--- src/rtl/fft_pkg.sv ---
// Shared FFT datapath constants: default widths, N=8 twiddles and width helpers
// used by the butterfly and the complex multiplier.
package fft_pkg;

  localparam int DW_DEF = 16;
  localparam int TW_DEF = 16;

  // W8^k = exp(-j*2*pi*k/8) in Q1.15, k = 0..3
  localparam logic [15:0] W8_RE [4] = '{16'h7FFF, 16'h5A82, 16'h0000, 16'hA57E};
  localparam logic [15:0] W8_IM [4] = '{16'h0000, 16'hA57E, 16'h8000, 16'hA57E};

  // Full-precision complex product width, post-round width and saturated product width
  function automatic int prod_w(input int dw, input int tw);
    return dw + tw + 1;
  endfunction

  function automatic int rnd_w(input int dw);
    return dw + 2;
  endfunction

  function automatic int psat_w(input int dw);
    return dw + 1;
  endfunction

endpackage

--- src/rtl/cmul_rnd.sv ---
// Registered complex multiply B*W with round-half-up, saturation to DW+1 bits,
// twiddle bypass (W = +1 exactly) and a hold enable.
module cmul_rnd
  import fft_pkg::*;
#(
  parameter int DW = DW_DEF,
  parameter int TW = TW_DEF
) (
  input  logic          clk,
  input  logic          rst,
  input  logic          en,
  input  logic          bypass,
  input  logic [DW-1:0] br,
  input  logic [DW-1:0] bi,
  input  logic [TW-1:0] wr,
  input  logic [TW-1:0] wi,
  output logic [DW:0]   pr,
  output logic [DW:0]   pi,
  output logic          sat
);
  localparam int PW = prod_w(DW, TW);
  localparam int RW = rnd_w(DW);
  localparam int QW = psat_w(DW);
  localparam logic signed [PW-1:0] HALF = {{(PW-TW+1){1'b0}}, 1'b1, {(TW-2){1'b0}}};

  logic signed [PW-1:0] br_x, bi_x, wr_x, wi_x, full_r, full_i;
  logic [RW-1:0] rnd_r, rnd_i;
  logic [QW-1:0] pr_d, pi_d, pr_q, pi_q;
  logic sat_d, sat_q;

  function automatic logic over(input logic [RW-1:0] v);
    return v[RW-1] != v[RW-2];
  endfunction

  function automatic logic [QW-1:0] clamp(input logic [RW-1:0] v);
    if (!over(v)) return v[QW-1:0];
    return v[RW-1] ? {1'b1, {(QW-1){1'b0}}} : {1'b0, {(QW-1){1'b1}}};
  endfunction

  // NOTE: every variable gets a value before any branch, so no latch is inferred.
  always_comb begin
    br_x   = {{(PW-DW){br[DW-1]}}, br};
    bi_x   = {{(PW-DW){bi[DW-1]}}, bi};
    wr_x   = {{(PW-TW){wr[TW-1]}}, wr};
    wi_x   = {{(PW-TW){wi[TW-1]}}, wi};
    full_r = br_x * wr_x - bi_x * wi_x + HALF;
    full_i = br_x * wi_x + bi_x * wr_x + HALF;
    rnd_r  = RW'(full_r >>> (TW-1));
    rnd_i  = RW'(full_i >>> (TW-1));
    pr_d   = clamp(rnd_r);
    pi_d   = clamp(rnd_i);
    sat_d  = over(rnd_r) | over(rnd_i);
    if (bypass) begin
      pr_d  = {br[DW-1], br};
      pi_d  = {bi[DW-1], bi};
      sat_d = 1'b0;
    end
    if (!en) begin
      pr_d  = pr_q;
      pi_d  = pi_q;
      sat_d = sat_q;
    end
  end

  // NOTE: datapath registers are reset too, so outputs read as zero straight after reset.
  always_ff @(posedge clk or posedge rst) begin
    if (rst) begin
      pr_q  <= '0;
      pi_q  <= '0;
      sat_q <= 1'b0;
    end else begin
      // NOTE: non-blocking assignments keep every flop sampling pre-edge values.
      pr_q  <= pr_d;
      pi_q  <= pi_d;
      sat_q <= sat_d;
    end
  end

  assign pr  = pr_q;
  assign pi  = pi_q;
  assign sat = sat_q;

endmodule

--- src/rtl/bf2_pipe.sv ---
// Three-stage radix-2 DIT butterfly X = A + W*B, Y = A - W*B with valid/ready,
// per-sample scale and twiddle bypass, saturation and a sticky overflow flag.
module bf2_pipe
  import fft_pkg::*;
#(
  parameter int DW = DW_DEF,
  parameter int TW = TW_DEF
) (
  input  logic          clk,
  input  logic          rst,
  input  logic          in_valid,
  output logic          in_ready,
  input  logic [DW-1:0] ar,
  input  logic [DW-1:0] ai,
  input  logic [DW-1:0] br,
  input  logic [DW-1:0] bi,
  input  logic [TW-1:0] wr,
  input  logic [TW-1:0] wi,
  input  logic          tw_bypass,
  input  logic          scale,
  output logic          out_valid,
  input  logic          out_ready,
  output logic [DW-1:0] xr,
  output logic [DW-1:0] xi,
  output logic [DW-1:0] yr,
  output logic [DW-1:0] yi,
  output logic          ovf,
  input  logic          ovf_clr
);
  localparam int SW = rnd_w(DW);
  localparam logic signed [SW-1:0] ONE = {{(SW-1){1'b0}}, 1'b1};

  typedef struct packed {
    logic [DW-1:0] ar, ai, br, bi;
    logic [TW-1:0] wr, wi;
    logic          bypass, scale, valid;
  } s1_t;

  typedef struct packed {
    logic [DW-1:0] ar, ai;
    logic          scale, valid;
  } s2_t;

  typedef struct packed {
    logic [DW-1:0] xr, xi, yr, yi;
    logic          valid;
  } s3_t;

  s1_t s1_d, s1_q;
  s2_t s2_d, s2_q;
  s3_t s3_d, s3_q;
  logic ovf_d, ovf_q, en, sat2, sat3;
  logic [DW:0] p_r, p_i;
  logic signed [SW-1:0] s_xr, s_xi, s_yr, s_yi;

  function automatic logic over(input logic [SW-1:0] v);
    return !((v[SW-1:DW-1] == '0) || (v[SW-1:DW-1] == '1));
  endfunction

  function automatic logic [DW-1:0] clamp(input logic [SW-1:0] v);
    if (!over(v)) return v[DW-1:0];
    return v[SW-1] ? {1'b1, {(DW-1){1'b0}}} : {1'b0, {(DW-1){1'b1}}};
  endfunction

  cmul_rnd #(.DW(DW), .TW(TW)) u_cmul (
    .clk    (clk),
    .rst    (rst),
    .en     (en),
    .bypass (s1_q.bypass),
    .br     (s1_q.br),
    .bi     (s1_q.bi),
    .wr     (s1_q.wr),
    .wi     (s1_q.wi),
    .pr     (p_r),
    .pi     (p_i),
    .sat    (sat2)
  );

  always_comb begin
    // Single stall signal: the whole pipe moves or holds together.
    en   = !s3_q.valid || out_ready;
    s1_d = s1_q;
    s2_d = s2_q;
    s3_d = s3_q;

    s_xr = {{2{s2_q.ar[DW-1]}}, s2_q.ar} + {p_r[DW], p_r};
    s_xi = {{2{s2_q.ai[DW-1]}}, s2_q.ai} + {p_i[DW], p_i};
    s_yr = {{2{s2_q.ar[DW-1]}}, s2_q.ar} - {p_r[DW], p_r};
    s_yi = {{2{s2_q.ai[DW-1]}}, s2_q.ai} - {p_i[DW], p_i};
    if (s2_q.scale) begin
      s_xr = (s_xr + ONE) >>> 1;
      s_xi = (s_xi + ONE) >>> 1;
      s_yr = (s_yr + ONE) >>> 1;
      s_yi = (s_yi + ONE) >>> 1;
    end
    sat3 = over(s_xr) | over(s_xi) | over(s_yr) | over(s_yi);

    // Clear loses to a set arriving in the same cycle.
    ovf_d = ovf_q & ~ovf_clr;
    if (en) begin
      s1_d = '{ar: ar, ai: ai, br: br, bi: bi, wr: wr, wi: wi,
               bypass: tw_bypass, scale: scale, valid: in_valid};
      s2_d = '{ar: s1_q.ar, ai: s1_q.ai, scale: s1_q.scale, valid: s1_q.valid};
      s3_d = '{xr: clamp(s_xr), xi: clamp(s_xi), yr: clamp(s_yr), yi: clamp(s_yi),
               valid: s2_q.valid};
      if (s2_q.valid && (sat2 || sat3)) ovf_d = 1'b1;
    end
  end

  always_ff @(posedge clk or posedge rst) begin
    if (rst) begin
      s1_q  <= '0;
      s2_q  <= '0;
      s3_q  <= '0;
      ovf_q <= 1'b0;
    end else begin
      s1_q  <= s1_d;
      s2_q  <= s2_d;
      s3_q  <= s3_d;
      ovf_q <= ovf_d;
    end
  end

  assign in_ready  = en;
  assign out_valid = s3_q.valid;
  assign xr        = s3_q.xr;
  assign xi        = s3_q.xi;
  assign yr        = s3_q.yr;
  assign yi        = s3_q.yi;
  assign ovf       = ovf_q;

endmodule

--- config.mk ---
export PLATFORM = sky130hd
export DESIGN_NAME = bf2_pipe
export DESIGN_NICKNAME = d
export VERILOG_FILES = /design/src/rtl/fft_pkg.sv /design/src/rtl/cmul_rnd.sv /design/src/rtl/bf2_pipe.sv
export SDC_FILE = /design/constraint.sdc
export NUM_CORES = 2
export LEC_CHECK = 0
export ABC_AREA = 1
export CAP_MARGIN = 10
export CORE_AREA = 5 5 306 308
export CTS_CLUSTER_DIAMETER = 200
export DETAILED_ROUTE_END_ITERATION = 16
export DIE_AREA = 0 0 311 313
export PLACE_DENSITY = 0.85
export SYNTH_ARGS = -nofsm -noshare
export SYNTH_HDL_FRONTEND = slang
export SYNTH_SLANG_ARGS = --single-unit
--- constraint.sdc ---
create_clock -name clk -period 16.6 [get_ports clk]
set_input_delay 2.49 -clock clk [delete_from_list [all_inputs] [get_ports clk]]
set_output_delay 2.49 -clock clk [all_outputs]
set_load 0.02 [all_outputs]
==> impl_metrics.toml <==
[timing]
drv_slew = 0
finalSetupViolations = 0
skew_ns = 0.0234
maxSlewHeadroom_pct = 19.6
period_share_pct = 57.0
finalCriticalPeriod_ns = 9.45
grt_setup_unrepaired = "no"
fmax_mhz = 106
tns_ns = 0
tightest_slew_ns = 1.20
hold_viol_final = 0

[layout]
nNetsFinal = 9664
final_area_um2 = 63700
fill_cells = 7297
antenna_cells = 0
syn_to_final_growth_pct = 5.67
drive_above_1_share_pct = 3.42

[grt]
grt_pass1_vias = 54100
grt_usage_pct = 34.6
antenna_found_initial = 1
grt_max_degree = 158
gr-total-overflow = 0
grt_pass1_wl_mm = 273

[placed_design]
placed_cell_area_um2 = 62500
place_hpwl_mm = 131
port_buffers = 169
gp_congestion = 0.960

[clock_network]
cts.sinks = 234
post-cts-setup-buffer-count = 0
ctsResizeCount = 0
cts_max_path_buffers = 3
cts_inserted_buffers = 29
holdBufCountCts = 0
insertion_delay_ns = 0.63
clk_pin_slew_worst_paths_ns = 0.07
cts_root_buffer = "clkbuf_16"
tritoncts = "built"
htree_levels = 1

[worst_setup_path]
critPathKind = "reg -> reg"
cp_max_fo = 17
crit_path_start_kind = "flop"
max_stage_delay_ns = 0.88
arrival_ns = 9.91
endpoint_kind = "flop"
crit_buf_inv = 6
reg2regPathDepth = 34
cp_data_required_time_ns = 17.06
worstSetupPathDepth = 34
slowest_stage = "dfrtp_1"
critical_path.top_delay_family = "adder cells"

[routing]
drtIter0Drc = 4647
drt_pass1_iterations = 8
finalWirelength_mm = 167
ant_nets = 0
avgRoutedWirePerCell_um = 18.1
vias_per_cell = 5.58
vias = 51300
post-route-drc-count = 0

[synthesis]
yosysTopAreaCell = "fa_1"
synth-async-reset-ratio_pct = 100
synth-seq-cells = 234
synth_edf_count = 0
yosys_warnings = 0
synth_top_area_share_pct = 34.9
netlist_area_um2 = 60300
syn_nets = 9736
yosysMostFrequentCell = "nand2_1"
synth_flop_cell = "dfrtp_1"
ys_top_cells_by_count = "nand2_1, inv_1, fa_1"
synthDistinctLibCells = 57
ys_seq_area_share_pct = 9.72
ys_top_cells_by_area = "fa_1, nand2_1, inv_1, ha_1, dfrtp_1"
syn_inst = 8059
synth.avg_cell_area_um2 = 7.48

[floorplanning]
coreArea_um2 = 90800
die_h_um = 313
ioPinCount = 170
start_util_pct = 66.3
die_area_um2 = 97300
die_x_um = 311
num_rows = 111

[flow_run]
drv_cap = 0

[run_status]
status = "finished clean"

[worst_hold_path]
hp-class = "reg -> reg"
min_path_cells = 2
==> cells in the final DEF, fill, tap and decap left out, types with 93 or more instances in the layout <==
cell	synthesis	final
nand2_1	2205	2205
inv_1	2065	2064
fa_1	1052	1052
ha_1	522	522
nor2_1	319	318
a21oi_1	301	301
o21ai_0	232	232
dfrtp_1	234	231
nand3_1	186	186
clkdlybuf4s50_1	0	169
xor2_1	120	120
xnor2_1	93	93
==> cell families after synthesis <==
group           share of synthesized area [%]
flops                                    9.72
buf+inv                                  15.5
compound gates                           6.48
simple gates                             19.5
xor+xnor                                 3.10
fa+ha+maj                                45.8
==> registers in the layout, indices dropped and copies added, names as in the netlist <==
signal,flops
yi,16
xr,16
s2_q,34
ovf,1
yr,16
u_cmul.pi,17
s1_q,99
out_valid,1
u_cmul.pr,17
u_cmul.sat,1
xi,16
==> metal layers <==
layer | wire length (um) | global-route usage (%) | part of all wire [%]
met1 | 63000 | 44.6 | 38
met2 | 76000 | 56.5 | 46
met3 | 16800 | 6.49 | 10
met4 | 10900 | 17.8 | 6.6
met5 | 0 | 0 | 0
==> metrics by stage <==
step,hold slack (ns),instances,util [%],worst slack (ns)
after floorplan,0.442,8059,-,7.69
after global placement,0.463,9139,68.8,7.40
after detailed placement,0.467,9139,68.8,7.10
after CTS,0.484,9193,70.0,7.05
after global routing,0.505,9196,70.1,6.45
final,0.480,9196,70.1,7.15
==> final cells by class <==
cell class	instances	area (um2)	area share, %
clock buffer	33	771	1.21
clock inverter	21	297	0.466
inverter	2089	7860	12.3
multi-input combinational	5392	45100	70.8
sequential	234	5860	9.20
tap	1186	1480	2.33
timing repair buffer	241	2300	3.62
==> path summary, 6_finish.rpt <==
path | from | slack [ns] | endpoint
min in group asynchronous | rst | 2.44 | s2_q[27]
setup reg to reg | s1_q[46] | 7.15 | u_cmul.pr[15]
max in group asynchronous | rst | 11.99 | u_cmul.pi[16]
hold reg to reg | s1_q[31] | 0.48 | s1_q[31]
hold / removal | s1_q[31] | 0.48 | s1_q[31]
setup / recovery | s1_q[46] | 7.15 | u_cmul.pr[15]
==> tightest hold or removal path: stages, from the launching register on <==
cell,delay (ns)
dfrtp_1,0.34
nand2_1,0.05
nand2_1,0.05
Power is not shown: default switching activity piles up to over one toggle a cycle in this logic, so the estimate is an artifact.
